--- config.mk ---
export PLATFORM = sky130hd
export DESIGN_NAME = multicycle_control
export DESIGN_NICKNAME = d
export VERILOG_FILES = /design/src/rtl/multicycle_control.sv
export SDC_FILE = /design/constraint.sdc
export NUM_CORES = 1
export LEC_CHECK = 0
export CAP_MARGIN = 20
export CORE_AREA = 3 3 92 94
export CTS_BUF_LIST = sky130_fd_sc_hd__clkbuf_2 sky130_fd_sc_hd__clkbuf_4 sky130_fd_sc_hd__clkbuf_8
export DETAILED_ROUTE_END_ITERATION = 8
export DIE_AREA = 0 0 95 97
export PLACE_DENSITY = 0.88
export RECOVER_POWER = 25
export SLEW_MARGIN = 20
export SYNTH_ARGS = -nofsm -noshare
export SYNTH_HDL_FRONTEND = slang
export SYNTH_SLANG_ARGS = --single-unit
--- constraint.sdc ---
create_clock -name clk -period 7.3 [get_ports clk]
set_clock_uncertainty 0.15 [all_clocks]
set_input_delay 1.825 -clock clk [delete_from_list [all_inputs] [get_ports clk]]
set_output_delay 1.825 -clock clk [all_outputs]
set_load 0.05 [all_outputs]
--- src/rtl/multicycle_control.sv ---
// Multicycle datapath controller: sequences fetch, decode, memory, ALU and
// branch steps for a small RISC-V style subset (R-type, LD, SD, BEQ).
// Moore controls are registered from the next state so they change cleanly
// on the clock edge. The fetch/branch PC and IR enables are Mealy because
// they depend on mem_ready and zero in the same cycle.
module multicycle_control #(
    parameter int WIDTH = 64
) (
    input  logic             clk,
    input  logic             rst_n,
    input  logic [6:0]       opcode,
    input  logic [2:0]       funct7,
    input  logic [2:0]       funct3,
    input  logic             zero,
    input  logic             mem_ready,
    output logic             mem_read,
    output logic             mem_write,
    output logic             iord,
    output logic             ir_write,
    output logic             pc_en,
    output logic             pc_src,
    output logic             reg_write,
    output logic             mem_to_reg,
    output logic             alu_src_a,
    output logic [1:0]       alu_src_b,
    output logic [3:0]       alu_control,
    output logic             illegal,
    output logic [3:0]       state,
    output logic [WIDTH-1:0] instr_count
);

    // Instruction opcodes
    localparam logic [6:0] OP_RTYPE = 7'b0110011;
    localparam logic [6:0] OP_LD    = 7'b0000011;
    localparam logic [6:0] OP_SD    = 7'b0100011;
    localparam logic [6:0] OP_BEQ   = 7'b1100011;

    // ALU operation encodings understood by the datapath ALU
    localparam logic [3:0] ALU_ADD  = 4'd0;
    localparam logic [3:0] ALU_SUB  = 4'd1;
    localparam logic [3:0] ALU_AND  = 4'd2;
    localparam logic [3:0] ALU_OR   = 4'd3;
    localparam logic [3:0] ALU_XOR  = 4'd4;
    localparam logic [3:0] ALU_SLT  = 4'd5;
    localparam logic [3:0] ALU_SLL  = 4'd6;
    localparam logic [3:0] ALU_SRL  = 4'd7;
    localparam logic [3:0] ALU_SRA  = 4'd8;
    localparam logic [3:0] ALU_SLTU = 4'd9;

    typedef enum logic [3:0] {
        FETCH  = 4'd0,
        DECODE = 4'd1,
        MEMADR = 4'd2,
        MEMRD  = 4'd3,
        MEMWB  = 4'd4,
        MEMWR  = 4'd5,
        EXEC   = 4'd6,
        ALUWB  = 4'd7,
        BRANCH = 4'd8,
        TRAP   = 4'd9
    } state_t;

    // Moore control bundle; alu_op is 00 add, 01 sub, 10 decode from funct
    typedef struct packed {
        logic       mem_read;
        logic       mem_write;
        logic       iord;
        logic       pc_src;
        logic       reg_write;
        logic       mem_to_reg;
        logic       alu_src_a;
        logic [1:0] alu_src_b;
        logic [1:0] alu_op;
    } ctrl_t;

    state_t cur;
    state_t nxt;
    ctrl_t  ctrl_q;
    logic   retire;
    logic   funct7_unused;

    // Only funct7 bit 1 (instruction bit 30) distinguishes SUB/SRA
    assign funct7_unused = funct7[2] ^ funct7[0];

    function automatic ctrl_t state_ctrl(input state_t s);
        ctrl_t c;
        c = '0;
        case (s)
            FETCH: begin
                c.mem_read  = 1'b1;
                c.alu_src_b = 2'b01;
            end
            DECODE: begin
                c.alu_src_b = 2'b10;
            end
            MEMADR: begin
                c.alu_src_a = 1'b1;
                c.alu_src_b = 2'b10;
            end
            MEMRD: begin
                c.mem_read = 1'b1;
                c.iord     = 1'b1;
            end
            MEMWB: begin
                c.reg_write  = 1'b1;
                c.mem_to_reg = 1'b1;
            end
            MEMWR: begin
                c.mem_write = 1'b1;
                c.iord      = 1'b1;
            end
            EXEC: begin
                c.alu_src_a = 1'b1;
                c.alu_op    = 2'b10;
            end
            ALUWB: begin
                c.reg_write = 1'b1;
            end
            BRANCH: begin
                c.alu_src_a = 1'b1;
                c.alu_op    = 2'b01;
                c.pc_src    = 1'b1;
            end
            default: begin
                c = '0;
            end
        endcase
        return c;
    endfunction

    // Next-state selection from the current step, opcode and memory handshake
    always_comb begin
        nxt = cur;
        case (cur)
            FETCH:  if (mem_ready) nxt = DECODE;
            DECODE: begin
                if (opcode == OP_LD || opcode == OP_SD) nxt = MEMADR;
                else if (opcode == OP_RTYPE)            nxt = EXEC;
                else if (opcode == OP_BEQ)              nxt = BRANCH;
                else                                    nxt = TRAP;
            end
            MEMADR: nxt = (opcode == OP_LD) ? MEMRD : MEMWR;
            MEMRD:  if (mem_ready) nxt = MEMWB;
            MEMWB:  nxt = FETCH;
            MEMWR:  if (mem_ready) nxt = FETCH;
            EXEC:   nxt = ALUWB;
            ALUWB:  nxt = FETCH;
            BRANCH: nxt = FETCH;
            TRAP:   nxt = TRAP;
            default: nxt = FETCH;
        endcase
    end

    // An instruction retires on the cycle it leaves its final step
    assign retire = (cur == MEMWB) || (cur == ALUWB) || (cur == BRANCH) ||
                    ((cur == MEMWR) && mem_ready);

    // State, registered Moore controls, retire counter and sticky illegal flag
    always_ff @(posedge clk) begin
        if (!rst_n) begin
            cur         <= FETCH;
            ctrl_q      <= state_ctrl(FETCH);
            instr_count <= '0;
            illegal     <= 1'b0;
        end else begin
            cur    <= nxt;
            ctrl_q <= state_ctrl(nxt);
            if (retire)
                instr_count <= instr_count + WIDTH'(1);
            if (nxt == TRAP)
                illegal <= 1'b1;
        end
    end

    // ALU decoder: fixed add/sub for address and compare, funct-driven for R-type
    always_comb begin
        alu_control = ALU_ADD;
        case (ctrl_q.alu_op)
            2'b00: alu_control = ALU_ADD;
            2'b01: alu_control = ALU_SUB;
            2'b10: begin
                case (funct3)
                    3'b000:  alu_control = funct7[1] ? ALU_SUB : ALU_ADD;
                    3'b001:  alu_control = ALU_SLL;
                    3'b010:  alu_control = ALU_SLT;
                    3'b011:  alu_control = ALU_SLTU;
                    3'b100:  alu_control = ALU_XOR;
                    3'b101:  alu_control = funct7[1] ? ALU_SRA : ALU_SRL;
                    3'b110:  alu_control = ALU_OR;
                    3'b111:  alu_control = ALU_AND;
                    default: alu_control = ALU_ADD;
                endcase
            end
            default: alu_control = ALU_ADD;
        endcase
    end

    // Enables are forced low while reset is asserted
    assign mem_read   = ctrl_q.mem_read  & rst_n;
    assign mem_write  = ctrl_q.mem_write & rst_n;
    assign reg_write  = ctrl_q.reg_write & rst_n;
    assign ir_write   = rst_n & (cur == FETCH) & mem_ready;
    assign pc_en      = rst_n & (((cur == FETCH) & mem_ready) | ((cur == BRANCH) & zero));
    assign iord       = ctrl_q.iord;
    assign pc_src     = ctrl_q.pc_src;
    assign mem_to_reg = ctrl_q.mem_to_reg;
    assign alu_src_a  = ctrl_q.alu_src_a;
    assign alu_src_b  = ctrl_q.alu_src_b;
    assign state      = cur;

endmodule
=== Yosys cells after proc, flatten, opt, wreduce, memory -nomap -nowiden ===
Index checks and enable logic that the tools add are counted.

* Add/subtract/negate cells: 1
* Equal/unequal tests: 31
* Muxes and demuxes: 21
* Bitwise logic cells: 9
* Reduce and logical (&&, ||, !) cells: 13

{| class="wikitable"
|+ Operators with widths
! kind !! number
|-
| adder 64 x 1 -> 64 bit (second input constant) || 1
|-
| == test 4 x 3 -> 1 bit (second input constant) || 8
|-
| one-hot mux 4 bit (8 select lines) || 1
|-
| one-hot mux 4 bit (7 select lines) || 1
|-
| 2-to-1 mux 4 bit || 6
|-
| == test 4 x 2 -> 1 bit (second input constant) || 4
|-
| == test 4 bit (second input constant) || 4
|-
| == test 7 x 6 -> 1 bit (second input constant) || 2
|-
| == test 3 bit (second input constant) || 4
|-
| 2-to-1 mux 1 bit || 9
|-
| AND 1 bit || 8
|-
| == test 4 x 1 -> 1 bit (second input constant) || 2
|-
| zero test 4 bit || 2
|-
| one-hot mux 2 bit (2 select lines) || 2
|-
| one-hot mux 4 bit (2 select lines) || 1
|-
| OR reduction 2 bit || 4
|-
| == test 7 x 2 -> 1 bit (second input constant) || 1
|-
| == test 7 bit (second input constant) || 1
|-
| == test 3 x 2 -> 1 bit (second input constant) || 2
|-
| logical OR 1 bit || 4
|-
| == test 3 x 1 -> 1 bit (second input constant) || 1
|-
| zero test 3 bit || 1
|-
| 2-to-1 mux 3 bit || 1
|-
| OR reduction 3 bit || 1
|-
| other kinds (4) || 4
|}

* Bits in registers: 80
* Output and inout bits: 84

=== Depth between registers and ports, before layout ===
* Depth in word-level cells: 8
* Gate-level depth with buffers: 9
* Gate-level depth less buffers: 6

=== Worst setup path before layout ===
OpenSTA, ideal clock, no wires.

* Path type: input to output
* Start point: input port funct3[1]
* End point: output port alu_control[1]
* Arrival time: 3796 ps
* Path slack: 1529 ps
* Cell stages on the path: 3
* Cells stage by stage: clkbuf_1 nor2b_1 nor4b_1

* Longest elaborated chain between the ends: 3
* Elaborated cells between the ends (all ways): 10
* Classes of those cells: 7 x eq/ne; 2 x mux; 1 x reduce/logical

{| class="wikitable"
|+ Ends and longest elaborated chain
! what !! RTL line !! source
|-
| start, declared || 13 || <nowiki>input logic [2:0] funct3,</nowiki>
|-
| == test 3 bit (tied with other cells) || 182 || <nowiki>case (funct3)</nowiki>
|-
| one-hot mux 4 bit (8 select lines) * || 182 ||
|-
| one-hot mux 4 bit (2 select lines) * || 178 || <nowiki>case (ctrl_q.alu_op)</nowiki>
|-
| end, declared || 26 || <nowiki>output logic [3:0] alu_control,</nowiki>
|}

Every way passes the cells marked *; elsewhere a longest branch is shown, timed or not.

=== Worst setup path after layout ===
* Start point: input port rst_n
* End point: output port pc_en

* Longest elaborated chain between the ends: 1

{| class="wikitable"
|+ Ends and longest elaborated chain
! what !! RTL line !! source
|-
| start, declared || 10 || <nowiki>input logic rst_n,</nowiki>
|-
| AND 1 bit || 203 || <nowiki>assign pc_en = rst_n & (((cur == FETCH) & mem_ready) | ((cur == BRANCH) & zero));</nowiki>
|-
| end, declared || 20 || <nowiki>output logic pc_en,</nowiki>
|}

Every way passes these cells.

==> metrics.log <==
INFO  metric die_h = around 97 um
INFO  metric post-synth-top-area-cell = sky130_fd_sc_hd__dfxtp_1
INFO  metric routed_via_density = between 6 and 7
INFO  metric max_flop_register = instr_count
INFO  metric syn-cell-area = 0.00422 mm2
INFO  metric postCtsHoldBufs = 0
INFO  metric grt_start_max_net_pins = 64
INFO  metric fmaxAchievable = between 150 and 200 MHz
INFO  metric cp-endpoint = pc_en
INFO  metric cts.root.buffer_cell = sky130_fd_sc_hd__clkbuf_8
INFO  metric r2r_slack = 4.00 ns
INFO  metric drv_slew = 0
INFO  metric grt_pass1_wl = roughly 18000 um
INFO  metric cts-htree-levels = 3
INFO  metric timing.rr.start = state[0]
INFO  metric peakVddDrop = 0.000107 V
INFO  metric path_common_cell = sky130_fd_sc_hd__clkdlybuf4s50_1
INFO  metric syn-mean-instance-area = 8.24 um2
INFO  metric synth_xor_area_share = around 3.3%
INFO  metric preCtsSetupSlack = 1.27 ns
INFO  metric timing.final.crit_share = around 82%
INFO  metric postRouteAntennaNets = 0
INFO  metric ff_latch_area = between 0.0015 and 0.002 mm2
INFO  metric outcome = complete, no violations
INFO  metric grt_antenna_before_repair = 0
INFO  metric gp_routability_congestion = 0.845
INFO  metric clkTransAtPathRegs = 0.08 ns
INFO  metric clock_sinks = 79
INFO  metric portBuffers = 98
INFO  metric worst_ep_arrival_time = 4.04 ns
INFO  metric stdcell_area = approximately 0.0054 mm2
INFO  metric postSynth.asyncResetShare = 0%
INFO  metric total_leakage_power = ~1.8 nW
INFO  metric area_used_by_multi_input_combinational_logic = ~0.0024 mm2
INFO  metric leading_cell_types_by_total_area_after_synthesis = sky130_fd_sc_hd__dfxtp_1 38%, sky130_fd_sc_hd__or4_1 6.6%, sky130_fd_sc_hd__o31ai_1 5.9%
INFO  metric setup.worst_path.start = rst_n
INFO  metric finalNetCount = ~610
INFO  metric num_rows = 32
INFO  metric yosysTopAreaCellShare = 37.5%
INFO  metric syn-instance-count = 512
INFO  metric hold_class = flop to flop
INFO  metric synth-edff-count = 0
INFO  metric yosys_warnings = 0
INFO  metric synth_seq_cells = around 80
INFO  metric route.vias.total = 4351
INFO  metric wl = roughly 11000 um
INFO  metric synthDistinctLibCells = 53
INFO  metric timing.critical_path.from_type = input port
INFO  metric initial_standard_cell_utilization_of_the_core = between 50% and 60%
INFO  metric netlist_top_cells_count = 79 x sky130_fd_sc_hd__dfxtp_1, 47 x sky130_fd_sc_hd__a21oi_1, 37 x sky130_fd_sc_hd__or4_1
INFO  metric clock_period_minus_worst_slack = around 6.0 ns
INFO  metric path_class = input port to output port
INFO  metric tritoncts = built
INFO  metric grtUsageTotal = a little under a quarter
INFO  metric worst-path-max-fanout = 25
INFO  metric timing.critical_path.cells = clkdlybuf4s50_1 -> buf_4 -> inv_2 -> or4_1 -> a21oi_1 -> clkdlybuf4s50_1
INFO  metric worst_r2r_path_depth = 6
INFO  metric post-cts-setup-buffer-count = 0
INFO  metric cap_violations = 0
INFO  metric timing_hold_violations_final = 0
INFO  metric synth_sequential_area_ratio = between 30% and 40%
INFO  metric drive_above_1_share = 4.88%
INFO  metric dp.final_hpwl = between 7000 and 8000 um
INFO  metric cts-buffers-inserted = 9
INFO  metric synth-compound-area-share = around 18%
INFO  metric die_area = 0.00922 mm2
INFO  metric largest_register_ff_count = 64
INFO  metric drcViolationCount = 0
INFO  metric routed_wire_per_std_cell = 16.0 um
INFO  metric core_area = between 0.007 and 0.008 mm2
INFO  metric synthSimpleGateAreaFrac = 34.2%
INFO  metric number_of_drc_violations_after_detailed_routing_iteration_0 = roughly 290
INFO  metric timing.critical_path.slowest_stage_cell = sky130_fd_sc_hd__clkdlybuf4s50_1
INFO  metric synth_most_common_cell = sky130_fd_sc_hd__dfxtp_1
INFO  metric clk-insertion-delay-late = 0.34 ns
INFO  metric yosys_most_used_dff = sky130_fd_sc_hd__dfxtp_1
INFO  metric placed_area = around 0.0052 mm2
INFO  metric worst_slew_margin_rel = between 20 and 30%
INFO  metric fp.dieW = 95 um
INFO  metric grt_remaining_overflow = 0
INFO  metric worst-slew-pin-transition = roughly 1.1 ns
INFO  metric synth_top_family_by_area = simple AND/OR/NAND/NOR gates
INFO  metric worst-endpoint-required = 5.33 ns
INFO  metric cp_slowest_stage_delay = slightly above 0.8 ns
INFO  metric fin_setup_tns = 0 ns
INFO  metric worst_setup_ep_type = output port
INFO  metric unrepaired_setup_endpoints_after_global_routing = false
INFO  metric clk_path_buf_depth = 2
INFO  metric final.fill_count = slightly above 600
INFO  metric area_delta_synth_final = 28.0%
INFO  metric synthMuxAreaShare = 0.712%
INFO  metric power.density_cell_area = between 150 and 200 mW/mm2
INFO  metric first_global_vias = about 4000
INFO  metric count_of_boundary_i_o_pins = ~100
INFO  metric synth_nets = about 530
INFO  metric drt_pre_antenna_iters = 4
INFO  metric ctsResizeCount = 0
INFO  metric worstReg2RegEnd = instr_count[32]
INFO  metric final.setup.worst_slack = approximately 1.3 ns
INFO  metric insertedDiodeCount = 0
INFO  metric post_synthesis_share_of_cell_area_spent_on_full_adders_half_adders_and_majority_gates = less than 1%
INFO  metric setup_violations = 0
layout make-up:
type	count	area share [%]
multi-input combinational	380	44.7
sequential	79	29.3
timing repair buffer	103	18.9
clock buffer	12	2.83
tap	102	2.36
inverter	16	1.11
clock inverter	4	0.834
cell usage in the layout (no fill, tap or decap), types with 3 or more instances in the layout:
cell	instances
sky130_fd_sc_hd__or3_1	5
sky130_fd_sc_hd__clkbuf_8	10
sky130_fd_sc_hd__nand2b_1	9
sky130_fd_sc_hd__nor4_1	8
sky130_fd_sc_hd__or4_1	37
sky130_fd_sc_hd__nor2_1	33
sky130_fd_sc_hd__and4_1	8
sky130_fd_sc_hd__clkdlybuf4s50_1	61
sky130_fd_sc_hd__ha_1	3
sky130_fd_sc_hd__o31ai_1	33
sky130_fd_sc_hd__a21oi_1	47
sky130_fd_sc_hd__and2_1	8
sky130_fd_sc_hd__o21ai_0	9
sky130_fd_sc_hd__inv_1	15
sky130_fd_sc_hd__and3_1	8
sky130_fd_sc_hd__nor4b_1	6
sky130_fd_sc_hd__nor3b_1	3
sky130_fd_sc_hd__o41ai_1	3
sky130_fd_sc_hd__nand2_1	36
sky130_fd_sc_hd__dfxtp_1	79
sky130_fd_sc_hd__mux2i_1	3
sky130_fd_sc_hd__xnor2_1	14
sky130_fd_sc_hd__dlygate4sd3_1	37
sky130_fd_sc_hd__o211ai_1	5
sky130_fd_sc_hd__o21a_1	6
sky130_fd_sc_hd__nand3_1	22
sky130_fd_sc_hd__nand4_1	25
sky130_fd_sc_hd__o21bai_1	3
sky130_fd_sc_hd__nor3_1	12
sky130_fd_sc_hd__nor2b_1	5
sky130_fd_sc_hd__clkinv_2	3
sky130_fd_sc_hd__buf_4	3
power by group:
group          internal (W)  switching (W)
sequential         0.000435     0.00000439
clock              0.000173       0.000150
combinational     0.0000250      0.0000442
kinds of logic (layout without fill, tap and decap cells):
group,after synthesis,after routing
fa+ha+maj,3,3
simple gates,241,241
compound gates,117,117
mux,3,3
xor+xnor,16,16
flops,79,79
buf+inv,53,135
metrics by stage:
stage                     utilization (%)  total power, W  cells  hold WS, ns
final                                69.9        0.000832    696        0.326
after global routing                 69.9        0.000862    696        0.376
after CTS                            69.9        0.000839    696        0.337
after detailed placement             67.4        0.000519    680        0.318
after global placement               67.2        0.000517    679        0.308
after floorplan                         -        0.000495    512        0.547
critical path, delay by kind of cell:
| family | cells | cell delay (ns) |
|---|---|---|
| buf+inv | 4 | 1.61 |
| simple gates | 1 | 0.45 |
| compound gates | 1 | 0.14 |
routing by layer:
layer,track usage [%],wire length (um),vias to the layer above
li1,-,-,2103
met3,6.22,821,14
met2,40.9,5590,157
met4,5.77,108,0
met1,29.9,4620,2077
met5,0,0,-
how the worst min path moves through the flow:
stage               cells after the start  endpoint  slack (ns)  startpoint
finish                                  2   illegal        0.33     illegal
global route                            2   illegal        0.38     illegal
CTS                                     2   illegal        0.34     illegal
detailed placement                      2   illegal        0.32     illegal
global placement                        2   illegal        0.31     illegal
floorplan                               2   illegal        0.55     illegal
Note: power is estimated with default switching activity, not from simulation.
